--- src/rtl/header_strip_pkg.sv ---
// Shared types and field layout for the header-stripping stage.
// Holds the FSM encoding, the status word layout and the saturating size adder.
package header_strip_pkg;

    typedef enum logic [1:0] {
        ST_HDR  = 2'd0,
        ST_BODY = 2'd1,
        ST_STAT = 2'd2
    } state_e;

    localparam int SIZE_W        = 16;
    localparam int COUNTED_LSB   = 16;
    localparam int DECLARED_LSB  = 0;
    localparam int FLAG_MISMATCH = 0;
    localparam int FLAG_RUNT     = 1;

    function automatic logic [SIZE_W-1:0] sat_add(input logic [SIZE_W-1:0] a,
                                                  input logic [SIZE_W-1:0] b);
        logic [SIZE_W:0] sum;
        sum = {1'b0, a} + {1'b0, b};
        return sum[SIZE_W] ? {SIZE_W{1'b1}} : sum[SIZE_W-1:0];
    endfunction

endpackage

--- src/rtl/header_stripping_module_keep_popcount.sv ---
// Combinational count of set bits in a tkeep vector.
module keep_popcount #(
    parameter  int KW = 16,
    localparam int CW = $clog2(KW) + 1
) (
    input  logic [KW-1:0] keep_i,
    output logic [CW-1:0] count_o
);

    always_comb begin
        count_o = '0;
        for (int i = 0; i < KW; i++) begin
            count_o = count_o + CW'(keep_i[i]);
        end
    end

endmodule

--- src/rtl/header_stripping_module.sv ---
// Strips the size header from each packet, forwards the body unchanged and
// reports declared vs. counted byte size plus error flags once per packet.
//
// state | meaning
// HDR   | waiting for header beat; header is consumed, never forwarded
// BODY  | combinational pass-through, counting tkeep bytes on each handshake
// STAT  | status word presented; input stalled until it is accepted
module header_stripping_module
    import header_strip_pkg::*;
#(
    parameter int DW = 128
) (
    input  logic            clk,
    input  logic            resetn,
    input  logic [DW-1:0]   s_axis_tdata,
    input  logic [DW/8-1:0] s_axis_tkeep,
    input  logic            s_axis_tlast,
    input  logic            s_axis_tvalid,
    output logic            s_axis_tready,
    output logic [DW-1:0]   m_axis_pbody_tdata,
    output logic [DW/8-1:0] m_axis_pbody_tkeep,
    output logic            m_axis_pbody_tlast,
    output logic            m_axis_pbody_tvalid,
    input  logic            m_axis_pbody_tready,
    output logic [31:0]     m_axis_pstat_tdata,
    output logic [1:0]      m_axis_pstat_tuser,
    output logic            m_axis_pstat_tvalid,
    input  logic            m_axis_pstat_tready,
    output logic [31:0]     pkt_count,
    output logic [31:0]     err_count
);

    localparam int KW = DW / 8;
    localparam int CW = $clog2(KW) + 1;

    state_e            state_q;
    logic [SIZE_W-1:0] declared_q;
    logic [SIZE_W-1:0] counted_q;
    logic              runt_q;
    logic [31:0]       pstat_tdata_q;
    logic [1:0]        pstat_tuser_q;
    logic              pstat_tvalid_q;
    logic [31:0]       pkt_count_q;
    logic [31:0]       err_count_q;

    logic [CW-1:0]     beat_bytes;
    logic [SIZE_W-1:0] counted_d;
    logic              in_body;
    logic              s_hs;

    keep_popcount #(.KW(KW)) u_keep_popcount (
        .keep_i  (s_axis_tkeep),
        .count_o (beat_bytes)
    );

    assign counted_d = sat_add(counted_q, SIZE_W'(beat_bytes));
    assign in_body   = resetn && (state_q == ST_BODY);

    always_comb begin
        s_axis_tready = 1'b0;
        if (resetn) begin
            case (state_q)
                ST_HDR:  s_axis_tready = 1'b1;
                ST_BODY: s_axis_tready = m_axis_pbody_tready;
                default: s_axis_tready = 1'b0;
            endcase
        end
    end

    assign s_hs = s_axis_tvalid && s_axis_tready;

    assign m_axis_pbody_tvalid = in_body && s_axis_tvalid;
    assign m_axis_pbody_tdata  = in_body ? s_axis_tdata : '0;
    assign m_axis_pbody_tkeep  = in_body ? s_axis_tkeep : '0;
    assign m_axis_pbody_tlast  = in_body && s_axis_tlast;

    // Registered state is cleared only at the edge, so gate it while reset is held.
    assign m_axis_pstat_tdata  = resetn ? pstat_tdata_q : '0;
    assign m_axis_pstat_tuser  = resetn ? pstat_tuser_q : '0;
    assign m_axis_pstat_tvalid = resetn && pstat_tvalid_q;
    assign pkt_count           = resetn ? pkt_count_q : '0;
    assign err_count           = resetn ? err_count_q : '0;

    always_ff @(posedge clk) begin
        if (!resetn) begin
            state_q        <= ST_HDR;
            declared_q     <= '0;
            counted_q      <= '0;
            runt_q         <= 1'b0;
            pstat_tdata_q  <= '0;
            pstat_tuser_q  <= '0;
            pstat_tvalid_q <= 1'b0;
            pkt_count_q    <= '0;
            err_count_q    <= '0;
        end else begin
            case (state_q)
                ST_HDR: begin
                    if (s_hs) begin
                        declared_q <= s_axis_tdata[SIZE_W-1:0];
                        counted_q  <= '0;
                        if (s_axis_tlast) begin
                            runt_q <= 1'b1;
                            pstat_tdata_q[COUNTED_LSB +: SIZE_W]  <= '0;
                            pstat_tdata_q[DECLARED_LSB +: SIZE_W] <= s_axis_tdata[SIZE_W-1:0];
                            pstat_tuser_q[FLAG_MISMATCH] <= (s_axis_tdata[SIZE_W-1:0] != '0);
                            pstat_tuser_q[FLAG_RUNT]     <= 1'b1;
                            pstat_tvalid_q <= 1'b1;
                            state_q        <= ST_STAT;
                        end else begin
                            runt_q  <= 1'b0;
                            state_q <= ST_BODY;
                        end
                    end
                end
                ST_BODY: begin
                    if (s_hs) begin
                        counted_q <= counted_d;
                        if (s_axis_tlast) begin
                            // Load status from the final sum so it includes the tlast beat.
                            pstat_tdata_q[COUNTED_LSB +: SIZE_W]  <= counted_d;
                            pstat_tdata_q[DECLARED_LSB +: SIZE_W] <= declared_q;
                            pstat_tuser_q[FLAG_MISMATCH] <= (counted_d != declared_q);
                            pstat_tuser_q[FLAG_RUNT]     <= runt_q;
                            pstat_tvalid_q <= 1'b1;
                            state_q        <= ST_STAT;
                        end
                    end
                end
                ST_STAT: begin
                    if (m_axis_pstat_tready) begin
                        pkt_count_q    <= pkt_count_q + 32'd1;
                        err_count_q    <= err_count_q + ((pstat_tuser_q != '0) ? 32'd1 : 32'd0);
                        pstat_tvalid_q <= 1'b0;
                        state_q        <= ST_HDR;
                    end
                end
                default: state_q <= ST_HDR;
            endcase
        end
    end

endmodule

--- config.mk ---
export PLATFORM = sky130hd
export DESIGN_NAME = header_stripping_module
export DESIGN_NICKNAME = d
export VERILOG_FILES = /design/src/rtl/header_strip_pkg.sv /design/src/rtl/header_stripping_module_keep_popcount.sv /design/src/rtl/header_stripping_module.sv
export SDC_FILE = /design/constraint.sdc
export NUM_CORES = 1
export LEC_CHECK = 0
export ABC_AREA = 1
export CAP_MARGIN = 20
export CORE_AREA = 3 3 153 155
export DETAILED_ROUTE_END_ITERATION = 8
export DIE_AREA = 0 0 156 158
export PLACE_DENSITY_LB_ADDON = 0.15
export SYNTH_ARGS = -nofsm -noshare
export SYNTH_HDL_FRONTEND = slang
export SYNTH_HIERARCHICAL = 1
export SYNTH_SLANG_ARGS = --single-unit
export TNS_END_PERCENT = 50
--- constraint.sdc ---
create_clock -name clk -period 8.1 [get_ports clk]
set_input_delay 2.43 -clock clk [delete_from_list [all_inputs] [get_ports clk]]
set_output_delay 2.43 -clock clk [all_outputs]
set_load 0.02 [all_outputs]
# After elaboration in Yosys (flattened, before gate mapping)
# Index checks and enable logic that the tools add are counted.
[op_classes]
n_addsub = 18
eq_ne = 10
muxes = 34
reduce_logical = 17
[op_table]
columns = ["op", "n"]
rows = [
  ["2-to-1 mux 32 bit", 7],
  ["2-to-1 mux 128 bit", 1],
  ["adder 5 x 1 -> 5 bit", 14],
  ["2-to-1 mux 16 bit", 4],
  ["one-hot mux 32 bit (2 select lines)", 1],
  ["adder 32 x 1 -> 32 bit", 1],
  ["adder 32 x 1 -> 32 bit, second input constant", 1],
  ["one-hot mux 16 bit (2 select lines)", 1],
  ["2-to-1 mux 2 bit", 10],
  ["adder 16 x 5 -> 17 bit", 1],
  ["inequality test 16 bit", 1],
  ["nonzero test 16 bit", 1],
  ["inequality test 2 bit, second input constant", 5],
  ["AND reduction 4 bit", 2],
  ["2-to-1 mux 1 bit", 6],
  ["one-hot mux 2 bit (3 select lines)", 1],
  ["nonzero test 2 bit", 3],
  ["logical AND 1 bit", 5],
  ["AND reduction 5 bit", 1],
  ["inequality test 2 x 1 -> 1 bit, second input constant", 2],
  ["one-hot mux 1 bit (2 select lines)", 2],
  ["one-hot mux 2 bit (2 select lines)", 1],
  ["AND reduction 2 bit", 2],
  ["AND reduction 3 bit", 1],
  ["5 further kinds", 5],
]
[word_totals]
register_bits = 134
input_bits = 150
output_inout_bits = 246
word_cells = 88

# Logic depth before layout (Yosys ltp)
[depth]
ltp_word = 21
mapped_depth = 29
mapped_depth_nobuf = 29

# Cells and area by module
# Netlist, hierarchy kept.
[by_module_without_submodules]
columns = ["module", "n_inst", "cells_each", "area_each_um2", "seq_area_each_um2"]
rows = [
  ["header_stripping_module", 1, 1466, 8582.0, 2682.6],
  ["keep_popcount", 1, 48, 396.6, 0.0],
]

# Worst setup path after synthesis
# OpenSTA, ideal clock, no wires.
[synth_path]
path_kind = "input to register"
start = "in s_axis_tkeep[2]"
end = "reg pstat_tuser_q[0]"
setup_ps = 112
t_arrival_ps = 6989
required_ps = 7988
slack_ps = 999
path_stages = 24
path_buffers = 1
cell_sequence = "inv_1 -> fa_1 -> fa_1 -> fa_1 -> fa_1 -> fa_1 -> fa_1 -> inv_1 -> fa_1 -> nand2_1 -> nand2_1 -> nand3_1 -> nand2_1 -> nand2_2 -> buf_2 -> nand3_1 -> nand2_1 -> inv_1 -> nor2_1 -> nand2_1 -> nor2_1 -> nand2_1 -> nand2_1 -> nand2_1"
[synth_between]
elab_chain_cells = 20
[synth_lines]
columns = ["item", "line_no", "text"]
rows = [
  ["start: declaration", "header_stripping_module.sv:16", "input logic [DW/8-1:0] s_axis_tkeep,"],
  ["adder 5 x 1 -> 5 bit (14 in series)", "header_stripping_module_keep_popcount.sv:13", "count_o = count_o + CW'(keep_i[i]);"],
  ["net beat_bytes[1]", "header_stripping_module.sv:46", "logic [CW-1:0] beat_bytes;"],
  ["adder 16 x 5 -> 17 bit", "header_strip_pkg.sv:20", "sum = {1'b0, a} + {1'b0, b};"],
  ["2-to-1 mux 16 bit", "header_strip_pkg.sv:21", "return sum[SIZE_W] ? {SIZE_W{1'b1}} : sum[SIZE_W-1:0];"],
  ["inequality test 16 bit", "header_stripping_module.sv:122", "pstat_tuser_q[FLAG_MISMATCH] <= (counted_d != declared_q);"],
  ["2-to-1 mux 2 bit", "header_stripping_module.sv:118", "if (s_axis_tlast) begin"],
  ["2-to-1 mux 2 bit", "header_stripping_module.sv:116", "if (s_hs) begin"],
  ["one-hot mux 2 bit (2 select lines)", "header_stripping_module.sv:96", "case (state_q)"],
  ["end signal: indexed assignment", "header_stripping_module.sv:105", "pstat_tuser_q[FLAG_MISMATCH] <= (s_axis_tdata[SIZE_W-1:0] != '0);"],
  ["end signal: indexed assignment", "header_stripping_module.sv:122", ""],
  ["end signal: indexed assignment", "header_stripping_module.sv:123", "pstat_tuser_q[FLAG_RUNT] <= runt_q;"],
  ["end: declaration", "header_stripping_module.sv:41", "logic [1:0] pstat_tuser_q;"],
]
# The timed path passes the listed nets, and every way through them passes these cells. The select of a mux whose other input is x is not followed.
# A chain may end at the register's enable or synchronous reset.

# Worst setup path in the final report
# Same ends and word-level chain as after synthesis.

==> qor.yml <==
outcome: "finished, final reports clean"
grt_max_degree: 86
fin_ws_ns: 0.672
synth.distinct_cells: 39
fin_skew_ns: 0.0142
grt.overflow.total: 0
cts.sinks: 134
async_reset_ff_frac: 0
antenna_found_initial: 7
cp-end-kind: "register"
setup_tns_ns: 0
synth_warnings: 6
htree_levels: 4
synth_top_family_by_area: "simple AND/OR/NAND/NOR gates"
postCtsHoldBufs: 0
netlist_area_um2: 8980
io_pins: 396
synthAdderAreaFrac: 0.0426
finalHoldViolCount: 0
yosys.area_share.simple: 0.347
crit_path_max_fanout: 19
worst_pin_slew_ns: 0.975
pwr-share-comb: 0.300
die-area_um2: 24600
finalCritPeriodShare: 0.917
required_ns: 8.41
fill_cells: 2082
synth_cells: 1514
min_path_cells: 2
power_density_nw_per_um2: 153
mostFrequentLayoutCell: "clkdlybuf4s50_1"
syn_nets: 1688
p_switching_mw: 0.675
yosysTopAreaCellShare: 0.299
syn_to_final_growth_pct: 53.3
worstSetupPathType: "primary input to register"
dr_total_vias: 10500
multi_input_area_um2: 4720
pwr-share-seq: 0.334
post_cts_buffers: 0
setup_violations: 0
rsz0062_at_grt: "false"
path_clk_slew_ns: 0.06
fmax_mhz: 135
grt_pass1_vias: 9971
yosysTopAreaCell: "dfxtp_1"
period_needed_ns: 7.43
netSwitchingFraction: 0.319
drt-pass1-iter-count: 5
rows: 54
synth_area_per_cell_um2: 5.93
cts_tree: "done"
die_height_um: 158
layout-drive-gt1-share: 0.0397
nets: 2052
yosys_register_bits: 134
power_leakage_nw: 6.61
max_cap_viol_count: 0
hold_path_class: "register to register"
ys.flop_type: "dfxtp_1"
start_util: 0.409
dp_slack_ns: 0.249
internal_power_mw: 1.44
relSlewSlack: 0.349
routed_wl_mm: 34.9
critPathLaunchType: "primary input"
power_frac_clock: 0.365
grt.total_usage: 0.271
clk_latency_ns: 0.42
layout_common_cells: "394 x clkdlybuf4s50_1, 357 x inv_1, 298 x nand2_1"
post_synth_xor_area_fraction: 0.0244
route.detailed.drc: 0
synth_seq_area_share: 0.299
synth_compound_area_frac: 0.110
core_um2: 22000
synth_mux_area_frac: 0
die_w_um: 156
portBuffers: 395
ir_worst_vdd_mv: 0.103
clockBufferDepth: 2
dr.first_iter.drc_count: 804
cts_resized: 0
detail-route-antenna-nets: 0
viasPerCell: 4.82
r2r_cells: 8
wl_per_cell_um: 16.0
p_total_mw: 2.11
dpl.hpwl_mm: 28.1
timing.final.max_slew_violations: 0
grt_pass1_wl_mm: 52.8
numCtsBuffers: 17
worstPathArrival_ns: 7.74
gp_congestion: 0.916
synth.area.top_cells: "dfxtp_1 30%, inv_1 15%, nand2_1 13%, nor2_1 11%, a21oi_1 6.1%"
regArea_um2: 2680
synth_edf_count: 0
cts_root_buf: "clkbuf_16"
==> state kept, by name (all words and copies together) (netlist names) <==
| signal | count |
|---|---|
| pstat_tvalid_q | 1 |
| pstat_tuser_q | 2 |
| declared_q | 16 |
| pkt_count_q | 32 |
| runt_q | 1 |
| counted_q | 16 |
| err_count_q | 32 |
| state_q | 2 |
| pstat_tdata_q | 32 |
==> worst max-delay path, stage by stage <==
cell and delay, ns:
clkdlybuf4s50_1 0.48, inv_1 0.06, fa_1 0.50, fa_1 0.52, fa_1 0.54, fa_1 0.43
fa_1 0.41, fa_1 0.49, inv_1 0.06, fa_1 0.44, nand2_1 0.09, nand2_1 0.08
nand3_1 0.12, nand2_1 0.11, nand2_2 0.16, buf_12 0.16, nand3_1 0.11, nand2_1 0.07
nand2_1 0.04, nor2_1 0.12, nand2_1 0.07, nor2_1 0.08, nand2_1 0.06, nand2_1 0.05
nand2_1 0.04
==> cell usage after synthesis (all sizes together), types with 11 or more instances <==
library cell,instances
o21ai,54
clkbuf,48
xor2,16
a21oi,109
nor2,267
buf,13
dfxtp,134
nand2,302
a211oi,15
inv,358
ha,13
fa,11
nand4,22
nor3,43
nand3,70
==> power groups by stage <==
stage / sequential (mW) / clock, mW / combinational [mW]
global placement: 0.719 / 0 / 0.623
finish: 0.705 / 0.771 / 0.634
CTS: 0.705 / 0.784 / 0.631
global route: 0.708 / 0.813 / 0.705
floorplan: 0.713 / 0 / 0.392
detailed placement: 0.719 / 0 / 0.628
==> metal layers <==
| metal | track usage | part of all wire | routed length, µm |
|---|---|---|---|
| met5 | 0 | 0 | 0 |
| met4 | 0.116 | 0.037 | 1290 |
| met1 | 0.320 | 0.39 | 13800 |
| met3 | 0.0599 | 0.062 | 2170 |
| met2 | 0.474 | 0.51 | 17700 |
==> kinds of logic after synthesis <==
logic type / after synthesis
flops: 134
compound gates: 186
buf+inv: 419
simple gates: 726
xor+xnor: 25
fa+ha+maj: 24
==> layout make-up <==
cell class              count  area share
flip-flops and latches    134       0.195
diodes                      5    0.000909
inverters                 358      0.0976
repair buffers            406       0.295
multi-input cells         961       0.343
clock buffers              21      0.0342
clock inverters            11     0.00909
well taps                 280      0.0254
==> stage by stage <==
stage	cells	area, µm²	hold slack [ns]	utilization
after floorplan	1514	8980	0.440	-
after global placement	2138	13100	0.449	0.598
after detailed placement	2138	13100	0.457	0.598
after CTS	2170	13700	0.466	0.626
after global routing	2176	13800	0.481	0.627
final	2176	13800	0.464	0.627
==> path summary, 6_finish.rpt <==
path | endpoint | start | slack [ns]
min reg2reg | pstat_tdata_q[14] | pstat_tdata_q[14] | 0.46
max reg2reg | declared_q[12] | state_q[0] | 4.96
max | pstat_tuser_q[0] | s_axis_tkeep[2] | 0.67
min | pstat_tdata_q[14] | pstat_tdata_q[14] | 0.46
Note: power is estimated with default switching activity, not from simulation.
